## src/rtl/spi_pkg.sv

```systemverilog
// Shared types and constants for the SPI mode-0 target.
package spi_pkg;
  localparam int SPI_DATA_WIDTH = 8;

  typedef enum logic {IDLE, ACTIVE} spi_slave_state_t;

  typedef logic [SPI_DATA_WIDTH-1:0] spi_word_t;
endpackage

```

## src/rtl/spi_sync_edge.sv

```systemverilog
// N-stage synchroniser with single-cycle rise/fall pulses on the synced level.
module spi_sync_edge #(
  parameter int STAGES = 2
) (
  input  logic clock,
  input  logic d_i,
  output logic sync_o,
  output logic rise_o,
  output logic fall_o
);
  logic [STAGES-1:0] sync_q;
  logic              prev_q;

  // No reset: the chain keeps tracking the pin during reset, so a level
  // held across reset release never shows up as a spurious edge.
  always_ff @(posedge clock) begin
    sync_q <= {sync_q[STAGES-2:0], d_i};
    prev_q <= sync_q[STAGES-1];
  end

  assign sync_o = sync_q[STAGES-1];
  assign rise_o = sync_q[STAGES-1] & ~prev_q;
  assign fall_o = ~sync_q[STAGES-1] & prev_q;
endmodule

```

## src/rtl/spi_slave.sv

```systemverilog
// SPI mode-0 target: oversampled sclk/mosi/nss, MSB-first, valid/ready on TX and RX.
// Optional build macro SPI_SLAVE_MISO_TRISTATE_EN releases miso to 'z' while idle.
module spi_slave
  import spi_pkg::*;
#(
  parameter int DATA_WIDTH  = SPI_DATA_WIDTH,
  parameter int SYNC_STAGES = 2
) (
  input  logic                  clock,
  input  logic                  reset,
  input  logic                  sclk,
  input  logic                  mosi,
  input  logic                  nss,
  output logic                  miso,
  input  logic [DATA_WIDTH-1:0] tx_data,
  input  logic                  tx_valid,
  output logic                  tx_ready,
  output logic [DATA_WIDTH-1:0] rx_data,
  output logic                  rx_valid,
  input  logic                  rx_ready,
  output logic                  busy,
  output logic                  overrun
);
  localparam int CW = $clog2(DATA_WIDTH);

  logic sclk_rise, sclk_fall, sclk_sync_unused;
  logic nss_s, nss_rise, nss_fall;
  logic mosi_s, mosi_rise_unused, mosi_fall_unused;

  spi_sync_edge #(.STAGES(SYNC_STAGES)) u_sclk (
    .clock(clock), .d_i(sclk), .sync_o(sclk_sync_unused), .rise_o(sclk_rise), .fall_o(sclk_fall));
  spi_sync_edge #(.STAGES(SYNC_STAGES)) u_nss (
    .clock(clock), .d_i(nss), .sync_o(nss_s), .rise_o(nss_rise), .fall_o(nss_fall));
  spi_sync_edge #(.STAGES(SYNC_STAGES)) u_mosi (
    .clock(clock), .d_i(mosi), .sync_o(mosi_s), .rise_o(mosi_rise_unused), .fall_o(mosi_fall_unused));

  spi_slave_state_t      state_q;
  logic [CW-1:0]         cnt_q;
  logic [DATA_WIDTH-1:0] rx_sh_q, tx_sh_q, tx_buf_q, rx_data_q;
  logic                  tx_full_q, rx_valid_q, overrun_q, busy_q, miso_q;
  logic [DATA_WIDTH-1:0] load_word;

  // An empty holding buffer at a word boundary sends zeros.
  assign load_word = tx_full_q ? tx_buf_q : '0;

  always_ff @(posedge clock) begin
    if (reset) begin
      state_q    <= IDLE;
      cnt_q      <= '0;
      rx_sh_q    <= '0;
      tx_sh_q    <= '0;
      tx_buf_q   <= '0;
      rx_data_q  <= '0;
      tx_full_q  <= 1'b0;
      rx_valid_q <= 1'b0;
      overrun_q  <= 1'b0;
      busy_q     <= 1'b0;
      miso_q     <= 1'b0;
    end else begin
      busy_q <= ~nss_s;
      if (rx_valid_q && rx_ready) rx_valid_q <= 1'b0;

      case (state_q)
        IDLE: begin
          if (nss_fall) begin
            state_q   <= ACTIVE;
            cnt_q     <= '0;
            tx_sh_q   <= load_word;
            tx_full_q <= 1'b0;
            miso_q    <= load_word[DATA_WIDTH-1];
          end
        end
        ACTIVE: begin
          // nss edges take priority over any coincident sclk edge.
          if (nss_rise) begin
            state_q <= IDLE;
            cnt_q   <= '0;
            rx_sh_q <= '0;
            miso_q  <= 1'b0;
          end else if (sclk_rise) begin
            rx_sh_q <= {rx_sh_q[DATA_WIDTH-2:0], mosi_s};
            if (cnt_q == CW'(DATA_WIDTH-1)) begin
              cnt_q      <= '0;
              rx_data_q  <= {rx_sh_q[DATA_WIDTH-2:0], mosi_s};
              rx_valid_q <= 1'b1;
              if (rx_valid_q && !rx_ready) overrun_q <= 1'b1;
            end else begin
              cnt_q <= cnt_q + 1'b1;
            end
          end else if (sclk_fall) begin
            if (cnt_q != '0) begin
              tx_sh_q <= tx_sh_q << 1;
              miso_q  <= tx_sh_q[DATA_WIDTH-2];
            end else begin
              tx_sh_q   <= load_word;
              tx_full_q <= 1'b0;
              miso_q    <= load_word[DATA_WIDTH-1];
            end
          end
        end
      endcase

      // Accept after any load above, so a word offered during an empty load waits.
      if (tx_valid && !tx_full_q) begin
        tx_buf_q  <= tx_data;
        tx_full_q <= 1'b1;
      end
    end
  end

  assign tx_ready = ~tx_full_q;
  assign rx_data  = rx_data_q;
  assign rx_valid = rx_valid_q;
  assign busy     = busy_q;
  assign overrun  = overrun_q;

`ifdef SPI_SLAVE_MISO_TRISTATE_EN
  assign miso = (state_q == ACTIVE) ? miso_q : 1'bz;
`else
  assign miso = miso_q;
`endif
endmodule

```

## config.mk

```make
export PLATFORM = sky130hd
export DESIGN_NAME = spi_slave
export DESIGN_NICKNAME = d
export VERILOG_FILES = /design/src/rtl/spi_pkg.sv /design/src/rtl/spi_sync_edge.sv /design/src/rtl/spi_slave.sv
export SDC_FILE = /design/constraint.sdc
export NUM_CORES = 1
export LEC_CHECK = 0
export CAP_MARGIN = 20
export CORE_UTILIZATION = 45
export DETAILED_ROUTE_END_ITERATION = 6
export PLACE_DENSITY = 0.71
export SLEW_MARGIN = 20
export SYNTH_ARGS = -nofsm -noshare
export SYNTH_HDL_FRONTEND = slang
export SYNTH_SLANG_ARGS = --single-unit
```

## constraint.sdc

```tcl
create_clock -name clock -period 1.56 [get_ports clock]
set_input_delay 0.468 -clock clock [delete_from_list [all_inputs] [get_ports clock]]
set_output_delay 0.468 -clock clock [all_outputs]
set_load 0.05 [all_outputs]
```

# Word-level counts from Yosys, hierarchy flattened
# Index checks and enable logic that the tools add are counted.
# totals
register_bits	47
in_bits	15
# classes
add_sub_neg	1
eq_ne	13
mux	35
bitwise	11
n_reduce_logical	14
# op_table
operator	count
7-bit 2-to-1 mux	7
1-bit 2-to-1 mux	18
7-bit one-hot mux with 2 select lines	1
3-bit 2-to-1 mux	4
3-bit by 2-bit != test with 1-bit output, second input constant	4
3-bit != test, second input constant	4
5-bit AND reduction	2
8-bit 2-to-1 mux	1
2-bit != test, second input constant	4
4-bit AND reduction	2
1-bit inverter	7
1-bit one-hot mux with 2 select lines	3
3-bit one-hot mux with 2 select lines	1
1-bit AND	4
2-bit AND reduction	2
3-bit by 1-bit adder with 3-bit output, second input constant	1
3-bit equality test, second input constant	1
1-bit logical AND	3
3-bit AND reduction	1
3-bit nonzero test	1
1-bit logical NOT	2
2-bit nonzero test	1

# Longest topological paths before layout
# logic_depth
word_depth	7
depth_mapped	7

# Modules after synthesis
# A second synthesis with hierarchy kept.
# hier_totals
hier_cells	190
area_unflattened_um2	1790.5
# modules_own_cells
module	n_inst	cells_per_inst	area_each_um2
spi_slave	1	175	1565.3
spi_sync_edge	3	5	75.1

# Least setup slack after synthesis
# No wires, ideal clock.
# synth_path
path_type	reg2reg
start	register cnt_q[0]
end	register overrun_q (netlist: overrun)
setup_ns	0.058
t_arrival_ns	1.479
t_required_ns	1.502
path_slack_ns	0.023
stages_incl_launch_ff	7
path_cell_list	dfxtp_1 -> ha_1 -> ha_1 -> clkbuf_1 -> nand4_1 -> nor2_1 -> o21ba_2
# synth_between
elab_chain_len	2
# synth_lines
item	line_no	rtl
start, declared	spi_slave.sv:38	logic [CW-1:0] cnt_q;
start signal, assigned	spi_slave.sv:88	cnt_q <= cnt_q + 1'b1;
3-bit equality test	spi_slave.sv:82	if (cnt_q == CW'(DATA_WIDTH-1)) begin
5-bit AND reduction (no source line)	--	
end signal, assigned	spi_slave.sv:56	overrun_q <= 1'b0;
end signal, assigned	spi_slave.sv:86	if (rx_valid_q && !rx_ready) overrun_q <= 1'b1;
end, declared	spi_slave.sv:40	logic tx_full_q, rx_valid_q, overrun_q, busy_q, miso_q;
# No other way between the ends.
# A chain may end at the register's enable or synchronous reset.

# Worst setup path after layout
# layout_path
start	register u_nss.prev_q
end	register tx_sh_q[6]
# layout_between
elab_chain_len	4
word_cells_on_any_way	6
# layout_lines
item	line_no	rtl
start, declared	spi_sync_edge.sv:12	logic prev_q;
start signal, assigned	spi_sync_edge.sv:18	prev_q <= sync_q[STAGES-1];
1-bit inverter	spi_sync_edge.sv:22	assign rise_o = sync_q[STAGES-1] & ~prev_q;
1-bit AND	spi_sync_edge.sv:22	
2-bit != test (no source line)	--	
4-bit AND reduction (no source line) (*)	--	
end signal, assigned	spi_slave.sv:68	tx_sh_q <= load_word;
end signal, assigned	spi_slave.sv:92	tx_sh_q <= tx_sh_q << 1;
end signal, assigned	spi_slave.sv:95	tx_sh_q <= load_word;
end, declared	spi_slave.sv:39	logic [DATA_WIDTH-1:0] rx_sh_q, tx_sh_q, tx_buf_q, rx_data_q;
# Mark *: on every way between the ends. The rest lies on a longest branch, timed or not.

==> results.sh <==
export IMPL_finalCritPeriodShare=0.9441
export IMPL_layout_commonest_cell="dfxtp_1"
export IMPL_clk_pin_slew_worst_paths_ns=0.08
export IMPL_cts_root_buffer="clkbuf_8"
export IMPL_start_util=0.4799
export IMPL_worstPathRequired_ns=1.77
export IMPL_tns_ns=0
export IMPL_insertion_delay_ns=0.30
export IMPL_cp_end_kind="register"
export IMPL_drtAntennaViolNets=0
export IMPL_cts_buffers=5
export IMPL_relSlewSlack=0.7254
export IMPL_drtPass1Iterations=6
export IMPL_io_buffers=27
export IMPL_slew_viol_final=0
export IMPL_worstPathCellList="or3b_4 -> o31ai_4 -> buf_4 -> nor2_1 -> a311oi_1"
export IMPL_wl_per_cell_microns=13.85
export IMPL_vias=1476
export IMPL_crit_type="reg -> reg"
export IMPL_drc=0
export IMPL_drive_gt1_frac=0.1918
export IMPL_cts_hold_buf=0
export IMPL_fin_worst_skew_ns=0.005390
export IMPL_worst_path_largest_cell_delay_ns=0.45
export IMPL_fillers=321
export IMPL_dpl_instance_area_sq_um=2245
export IMPL_syn2layout_area_growth_pct=31.96
export IMPL_grt_ovfl_total=0
export IMPL_post_route_util=0.6334
export IMPL_grt_max_degree=29
export IMPL_grt_pass1_vias=1357
export IMPL_worst_ep_arrival_time_ns=1.68
export IMPL_drv_cap=0
export IMPL_crit_path_top_delay_cell="or3b_4"
export IMPL_antenna_found_initial=0
export IMPL_place_inst=256
export IMPL_synth_flop_cell="dfxtp_1"
export IMPL_ys_seq_area_frac=0.5237
export IMPL_die_area_sq_um=4249
export IMPL_cts_tree="done"
export IMPL_synth_warnings=0
export IMPL_io_pins=28
export IMPL_dp_hpwl_microns=2579
export IMPL_finalWorstSetupSlack_ns=0.08713
export IMPL_synth_nets=208
export IMPL_fin_cells=267
export IMPL_syn_inst=190
export IMPL_synth_area_sq_um=1797
export IMPL_core_area_sq_um=3744
export IMPL_grt_total_usage=0.1910
export IMPL_final_cell_mix="dfxtp_1, nand3_1, nor2_1"
export IMPL_rows=22
export IMPL_avgSynthCellArea_sq_um=9.456
export IMPL_fmax_mhz=678.9
export IMPL_worstPathMaxFanout=7
export IMPL_nets=237
export IMPL_synth_cell_types=30
export IMPL_synthArstFlopShare=0
export IMPL_period_needed_ns=1.473
export IMPL_die_x_microns=65.19
export IMPL_vias_per_cell=5.528
export IMPL_synth_seq_cells=47
export IMPL_htree_levels=2
export IMPL_postLayoutCellArea_sq_um=2371
export IMPL_finalHoldViolCount=0
export IMPL_synth_edf_count=0
export IMPL_clock_path_buffers=2
export IMPL_gp_congestion=0.8214
export IMPL_n_antenna_cell=0
export IMPL_rsz0062_at_grt="no"
export IMPL_outcome="finished clean"
export IMPL_peakVddDrop_uv=727.0
export IMPL_grt_first_pass_wirelength_microns=6141
export IMPL_dp_slack_ns=-0.1432
export IMPL_worst_slew_pin_slew_ns=0.4119
export IMPL_die_y_microns=65.19
export IMPL_min_path_type="reg -> reg"
export IMPL_clock_sinks=47
export IMPL_setup_viol=0
export IMPL_start_kind="register"
export IMPL_powerDensity_nw_per_um2=933.9
export IMPL_drt_total_wl_microns=3698
export IMPL_drt_iter0_drc=70
export IMPL_p_leak_nw=0.8647
## metrics by stage
stage | hold WS [ns] | total power [mW]
after floorplan | 0.3096 | 1.439
after global placement | 0.3109 | 1.520
after detailed placement | 0.3121 | 1.532
after CTS | 0.3324 | 2.222
after global routing | 0.3414 | 2.319
final | 0.3305 | 2.214
## repair_timing
item / CTS / global route
buffers inserted: 1 / 3
gates resized for setup: 1 / 4
pin swaps: 1 / 2
setup endpoints to repair: 8 / 18
hold endpoints to repair: 0 / 0
## logic make-up after synthesis
group,Yosys count,synth area share
flops,47,0.5237
mux,8,0.04457
compound gates,37,0.1532
buf+inv,21,0.06058
simple gates,74,0.1971
fa+ha+maj,3,0.02089
## worst paths after layout
path / start / to / slack, ns / depth (start not counted)
worst max-delay path: u_nss.prev_q$_DFF_P_ / tx_sh_q[6]$_SDFFE_PP0P_ / 0.09 / 5
worst min-delay path: u_mosi.sync_q[0]$_DFF_P_ / u_mosi.sync_q[1]$_DFF_P_ / 0.33 / 0
worst max register to register: u_nss.prev_q$_DFF_P_ / tx_sh_q[6]$_SDFFE_PP0P_ / 0.09 / 5
worst min register to register: u_mosi.sync_q[0]$_DFF_P_ / u_mosi.sync_q[1]$_DFF_P_ / 0.33 / 0
## per-layer routing
metal	track usage	vias up	wire [microns]
met1	0.2457	702	1660
li1	-	725	-
met4	0.06522	0	34
met5	0	-	0
met3	0.05208	4	173
met2	0.3067	45	1830
## synthesized netlist by cell type (2+ instances only)
cell | n | area share
a21oi_1 | 15 | 0.042
a22oi_1 | 7 | 0.029
a311oi_1 | 5 | 0.024
a311oi_2 | 2 | 0.017
buf_1 | 3 | 0.0063
buf_2 | 3 | 0.0084
buf_6 | 2 | 0.013
clkbuf_1 | 7 | 0.015
dfxtp_1 | 47 | 0.52
ha_1 | 3 | 0.021
inv_1 | 5 | 0.010
mux2i_1 | 8 | 0.045
nand2_1 | 10 | 0.021
nand2b_1 | 5 | 0.017
nand3_1 | 23 | 0.064
nand4_1 | 6 | 0.021
nor2_1 | 23 | 0.048
nor2_2 | 2 | 0.0070
nor2b_1 | 3 | 0.010
## registers in the layout, summed over array words and instances (netlist names)
name and cells:
rx_data 8, tx_buf_q 8, rx_sh_q 7, tx_sh_q 7
cnt_q 3, u_mosi.sync_q 2, u_nss.sync_q 2, u_sclk.sync_q 2
busy 1, miso 1, overrun 1, rx_valid 1
state_q 1, tx_full_q 1, u_nss.prev_q 1, u_sclk.prev_q 1
## cell type report
class,count,area (sq um),share of cell area
sequential,47,942.2,0.3974
multi-input combinational,122,755.7,0.3187
timing repair buffer,38,511.7,0.2158
clock buffer,5,68.82,0.02902
tap,48,60.06,0.02533
inverter,5,18.77,0.007916
clock inverter,2,13.76,0.005805
## report_power, final
| part | internal, mW | switching [mW] | leakage [nW] |
|---|---|---|---|
| sequential | 1.24 | 0.0348 | 0.385 |
| combinational | 0.123 | 0.119 | 0.436 |
| clock | 0.306 | 0.388 | 0.0440 |
## worst max-delay path, delay by kind of cell, from the launching register on
kind	cells	cell delay, ns
AOI/OAI and AO/OA	2	0.35
buffers and inverters	1	0.18
DFF	1	0.36
and+or+nand+nor	2	0.49
No activity file was read; power rests on OpenSTA's default activity.
